$ cat config.mk
export PLATFORM = sky130hd
export DESIGN_NAME = scan_decoder
export DESIGN_NICKNAME = d
export VERILOG_FILES = /design/src/rtl/scan_decoder.sv
export SDC_FILE = /design/constraint.sdc
export NUM_CORES = 1
export LEC_CHECK = 0
export ABC_AREA = 0
export ABC_CLOCK_PERIOD_IN_PS = 3800
export BUFFER_PORTS_ARGS = -buffer_cell sky130_fd_sc_hd__buf_2
export CORE_ASPECT_RATIO = 0.6
export CORE_MARGIN = 10
export CORE_UTILIZATION = 46
export CTS_BUF_LIST = sky130_fd_sc_hd__clkbuf_4 sky130_fd_sc_hd__clkbuf_8
export DETAILED_ROUTE_END_ITERATION = 10
export GPL_ROUTABILITY_DRIVEN = 0
export PLACE_DENSITY_LB_ADDON = 0.15
export SLEW_MARGIN = 20
export SYNTH_ARGS = -nofsm -noshare
export SYNTH_HDL_FRONTEND = slang
export SYNTH_SLANG_ARGS = --single-unit
$ cat constraint.sdc
create_clock -name clk -period 3.8 [get_ports clk]
set_clock_uncertainty 0.1 [all_clocks]
set_input_delay 0.38 -clock clk [delete_from_list [all_inputs] [get_ports clk]]
set_output_delay 0.38 -clock clk [all_outputs]
set_load 0.01 [all_outputs]
$ cat src/rtl/scan_decoder.sv
// scan_decoder: registered one-hot decoder with direct select and auto-scan modes
module scan_decoder #(
    parameter int SEL_W      = 3,
    parameter int DWELL_W    = 8,
    parameter int ACTIVE_LOW = 0
) (
    input  logic                  clk,
    input  logic                  rst,
    input  logic                  e,
    input  logic                  mode,
    input  logic [SEL_W-1:0]      s,
    input  logic                  load,
    input  logic [DWELL_W-1:0]    dwell,
    output logic [(2**SEL_W)-1:0] q,
    output logic [SEL_W-1:0]      idx,
    output logic                  wrap
);
    localparam int NOUT = 2**SEL_W;
    typedef enum logic [1:0] {IDLE, DIRECT, SCAN} state_t;
    state_t st, nst;
    logic [DWELL_W-1:0] cnt, ncnt;
    logic [SEL_W-1:0] nidx;
    logic nwrap;
    logic [NOUT-1:0] dec, nq;
    // next state from e/mode, then next index, dwell counter, wrap and decoded q
    always_comb begin
        nst = !e ? IDLE : (mode ? SCAN : DIRECT);
        nidx = idx;
        ncnt = cnt;
        nwrap = 1'b0;
        if (nst == DIRECT) begin
            nidx = s;
            ncnt = '0;
        end else if (nst == SCAN) begin
            if (load) begin
                nidx = s;
                ncnt = '0;
            end else if (st != SCAN) begin
                ncnt = '0;
            end else if (cnt == dwell) begin
                nidx = idx + 1'b1;
                ncnt = '0;
                nwrap = &idx;
            end else begin
                ncnt = cnt + 1'b1;
            end
        end
        dec = (nst == IDLE) ? '0 : ({{(NOUT-1){1'b0}}, 1'b1} << nidx);
        nq = (ACTIVE_LOW != 0) ? ~dec : dec;
    end
    // state and output registers; reset leaves q inactive at its configured polarity
    always_ff @(posedge clk) begin
        if (rst) begin
            st <= IDLE;
            idx <= '0;
            cnt <= '0;
            wrap <= 1'b0;
            q <= (ACTIVE_LOW != 0) ? '1 : '0;
        end else begin
            st <= nst;
            idx <= nidx;
            cnt <= ncnt;
            wrap <= nwrap;
            q <= nq;
        end
    end
endmodule

**Word level (Yosys, flattened, before mapping)**

Cells that the tools add are included.

- Add/subtract/negate cells: 2
- Equality and inequality tests: 4
- Shift operators: 1
- Multiplexer cells: 10
- Bitwise gates (word level): 2
- Reduce and logical (&&, ||, !) cells: 5

Operator list:

| kind | number |
|---|---|
| 2-to-1 mux 8 bit | 3 |
| 2-to-1 mux 3 bit | 5 |
| adder 8 x 1 -> 8 bit (second input constant) | 1 |
| equality test 8 bit | 1 |
| left shift 1 x 3 -> 8 bit (first input constant) | 1 |
| OR reduction 6 bit | 1 |
| 2-to-1 mux 2 bit | 2 |
| OR reduction 2 bit | 2 |
| adder 3 x 1 -> 3 bit (second input constant) | 1 |
| AND reduction 3 bit | 1 |
| equality test 2 x 1 -> 1 bit (second input constant) | 1 |
| equality test 2 bit (second input constant) | 1 |
| logical NOT 2 bit | 1 |
| inequality test 2 bit (second input constant) | 1 |
| NOT 1 bit | 2 |

- Register bits after elaboration: 22
- Input bits: 16
- Output and inout port bits: 12
- Word-level logic and storage cells: 29

**Depth between registers and ports, before layout**

- Depth in word-level cells: 7
- Mapped depth: 6
- Mapped depth without buffers: 6

**Worst setup path before layout**

No wires, ideal clock.

- Path type: input to register
- Start: in dwell[3]
- End: reg q[4]
- Library setup time: 0.092 ns
- Arrival: 1.784 ns
- Data required time: 3.608 ns
- Path slack: 1.824 ns
- Stages: 6
- Buffers on the path: 0
- Cell sequence: xor2_1 > or3_4 > nor3_4 > mux2i_1 > nand3_1 > nor4_1

- Word-level cells in the longest chain between the ends: 7

Ends and longest elaborated chain:

| item | line | source |
|---|---|---|
| from (decl) | 13 | `input logic [DWELL_W-1:0] dwell,` |
| equality test 8 bit | 40 | `end else if (cnt == dwell) begin` |
| 2-to-1 mux 3 bit | 40 |  |
| 2-to-1 mux 3 bit | 38 | `end else if (st != SCAN) begin` |
| 2-to-1 mux 3 bit | 35 | `if (load) begin` |
| 2-to-1 mux 3 bit | 34 | `end else if (nst == SCAN) begin` |
| 2-to-1 mux 3 bit | 31 | `if (nst == DIRECT) begin` |
| left shift 1 x 3 -> 8 bit | 48 | `dec = (nst == IDLE) ? '0 : ({{(NOUT-1){1'b0}}, 1'b1} << nidx);` |
| to (signal assigned) | 58 | `q <= (ACTIVE_LOW != 0) ? '1 : '0;` |
| to (signal assigned) | 64 | `q <= nq;` |
| to (decl) | 14 | `output logic [(2**SEL_W)-1:0] q,` |

Every way passes these cells.
A chain may end at the register's enable or synchronous reset.

**Worst setup path in the final report**

- Start: reg cnt[3]
- End: reg q[4]

- Word-level cells in the longest chain between the ends: 7

Ends and longest elaborated chain:

| item | line | source |
|---|---|---|
| from (decl) | 21 | `logic [DWELL_W-1:0] cnt, ncnt;` |
| from (signal assigned) | 62 | `cnt <= ncnt;` |
| equality test 8 bit | 40 |  |
| 2-to-1 mux 3 bit | 40 |  |
| 2-to-1 mux 3 bit | 38 |  |
| 2-to-1 mux 3 bit | 35 |  |
| 2-to-1 mux 3 bit | 34 |  |
| 2-to-1 mux 3 bit | 31 |  |
| left shift 1 x 3 -> 8 bit | 48 |  |

Every way passes these cells.

==> flow_metrics.env <==
export IMPL_mostFrequentLayoutCell="buf_2"
export IMPL_clkSlewWorstSetupHoldPaths_ps=80
export IMPL_criticalPathCategory="register to register"
export IMPL_final_cell_mix="buf_2 (27), dfxtp_1 (22), nor2_1 (11)"
export IMPL_cts_tree="built"
export IMPL_yosysSeqAreaShare_pct=42.87
export IMPL_fmax_ghz=0.4637
export IMPL_overflow=0
export IMPL_slew_headroom_pct=67.48
export IMPL_grt_use_met1_pct=14.97
export IMPL_multi_input_comb_area_um2=570.5
export IMPL_clockPowerShare_pct=42.6
export IMPL_internal_power_w=0.0003996
export IMPL_fin_area_um2=1262
export IMPL_r2r_cells=6
export IMPL_synth_fp_nets=129
export IMPL_status="complete, no violations"
export IMPL_clk_latency_ps=260
export IMPL_antenna_found_initial=0
export IMPL_seq_power_share_pct=46.8
export IMPL_finalSetupViolCount=0
export IMPL_nets=159
export IMPL_initial_core_util_pct=47.84
export IMPL_cp_num_buf_inv=0
export IMPL_hp_class="input port to register"
export IMPL_h_tree_depth=1
export IMPL_ir_worst_vdd_mv=0.2528
export IMPL_start_kind="register"
export IMPL_post_cts_resize_count=0
export IMPL_fin_crit_ps=2157
export IMPL_crit_family="simple AND/OR/NAND/NOR gates"
export IMPL_ys_warn_count=0
export IMPL_synth_avg_cell_area_um2=9.339
export IMPL_holdPathEnd="st[0]"
export IMPL_synth_edf_count=0
export IMPL_num_vias=911
export IMPL_avgViaCountPerCell=5.391
export IMPL_p_leak_nw=0.5431
export IMPL_synth_seq_cells=22
export IMPL_place_area_um2=1191
export IMPL_ys_types=37
export IMPL_ioPinCount=28
export IMPL_r2r_setup_slack_ps=1640
export IMPL_worstHoldStart="mode"
export IMPL_core_area_um2=2147
export IMPL_worstReg2RegStart="cnt[3]"
export IMPL_first_global_vias=883
export IMPL_synth_top_area_share_pct=42.87
export IMPL_dieHeight_um=56.61
export IMPL_holdBufCountCts=0
export IMPL_path_max_fanout=7
export IMPL_combPwrFrac_pct=10.7
export IMPL_drt_iter0_markers=84
export IMPL_synthTopCellsByArea="dfxtp_1 (43%), xnor2_1 (6.8%), xor2_1 (5.1%), nor2_1 (4.0%), ha_1 (3.7%)"
export IMPL_synthCells=110
export IMPL_numPlacedInstances=165
export IMPL_async_flop_share_pct=0
export IMPL_hold_violations=0
export IMPL_grt_max_degree=14
export IMPL_cts_num_sinks=22
export IMPL_slowest_delay_ps=380
export IMPL_drc_errors=0
export IMPL_area_delta_synth_final_pct=22.90
export IMPL_power_density_nw_per_um2=407.6
export IMPL_seq_area_um2=440.4
export IMPL_worstReg2RegEnd="q[4]"
export IMPL_setup_worst_path_end_class="register"
export IMPL_routed_wl_um=2511
export IMPL_fin_cells=169
export IMPL_grt_pass1_wl_um=4174
export IMPL_placementRows=13
export IMPL_track_usage_pct=11.41
export IMPL_netlist_area_um2=1027
export IMPL_power_switching_w=0.0001150
export IMPL_crit_path_cell_trace="xor2_1 -> or3_4 -> nor3_4 -> mux2i_1 -> nand3_1 -> nor4_1"
export IMPL_finalMaxSlewViolations=0
export IMPL_cts_buffers_inserted=3
export IMPL_max_cap_viol_count=0
export IMPL_grt_busiest_layer="met2"
export IMPL_wl_per_cell_um=14.86
export IMPL_first_pass_iters=4
export IMPL_crit_arrival_ps=2230
export IMPL_port_buffers=27
export IMPL_met2_usage_pct=17.08
export IMPL_cp_required_ps=3880
export IMPL_antenna_cells=0
export IMPL_die_area_um2=4585
export IMPL_ys_flop_type="dfxtp_1"
export IMPL_hold_depth=2
export IMPL_fillers=201
export IMPL_fp_dieW_um=81.01
export IMPL_fin_crit_sh_pct=56.75
export IMPL_final_util_pct=58.80
export IMPL_ant_nets=0
export IMPL_rsz0062_at_grt="no"
export IMPL_clockBufferDepth=2
export IMPL_cts_root_buf="clkbuf_8"
export IMPL_drive_gt1_share_pct=27.34
export IMPL_crit_slowest_cell="or3_4"
export IMPL_hpwl_um=1982
export IMPL_worstMarginPinSlew_ps=486.8
export IMPL_post_cts_buffers=0
export IMPL_yosys_area_top_type="dfxtp_1"
export IMPL_gr_usage_met3_pct=4.603
export IMPL_fin_setup_tns_ps=0
export IMPL_switching_share_pct=22.34
[how the worst max path moves through the flow]
stage	startpoint	end	slack, ps	cells past startpoint
floorplan	dwell[3]	q[4]	1820	6
CTS	cnt[3]	q[4]	1650	6
global placement	dwell[3]	q[4]	1620	7
finish	cnt[3]	q[4]	1640	6
detailed placement	dwell[3]	q[4]	1540	7
global route	cnt[0]	q[4]	1440	6
[layout make-up]
class                      instances  area share [%]
clock inverter                     1           2.379
timing repair buffer              27           10.70
inverter                           2          0.5946
clock buffer                       3           3.271
multi-input combinational         84           45.19
sequential                        22           34.89
tap                               30           2.973
[metrics by stage]
stage                     total power, W  setup WS (ps)  hold WS [ps]
final                          0.0005146           1643         267.5
after global routing           0.0005345           1440         281.0
after CTS                      0.0005173           1651         261.9
after detailed placement       0.0003001           1542         425.4
after global placement         0.0002996           1616         428.7
after floorplan                0.0002791           1824         352.4
[sequential cells by signal (all words and copies together), names as in the netlist]
register,flops
cnt,8
idx,3
q,8
st,2
wrap,1
[routing by layer]
metal / share of wire [%] / vias up
met1: 47 / 430
li1: - / 452
met5: 0 / -
met4: 0.32 / 0
met3: 7.4 / 2
met2: 45 / 27
[cell usage after synthesis (2+ instances only)]
library cell  number
dfxtp_1           22
nand4_1            3
nand3_1            3
a21oi_1            6
ha_1               3
nor3_1             5
nand2b_1           3
nor4_1             3
and3_1             3
xnor2_1            8
nor3b_1            2
a31oi_1            2
nand2_1            8
nor2_1            11
xor2_1             6
[cells by family (layout without fill, tap and decap cells)]
logic type / after synthesis / after routing / synth area share [%]
flip-flops: 22 / 22 / 42.87
adder cells (fa/ha/maj): 3 / 3 / 3.654
buffers and inverters: 4 / 33 / 1.582
AND/OR/NAND/NOR: 50 / 50 / 28.14
AO/OA/AOI/OAI: 16 / 16 / 10.84
multiplexers: 1 / 1 / 0.9745
XOR/XNOR: 14 / 14 / 11.94
[power by group through the flow]
stage,Sequential (W),Clock [W],Combinational (W)
global placement,0.000246,0,0.0000539
CTS,0.000240,0.000222,0.0000547
global route,0.000241,0.000232,0.0000614
detailed placement,0.000246,0,0.0000542
floorplan,0.000247,0,0.0000320
finish,0.000241,0.000219,0.0000549
(Power assumes the default switching activity.)
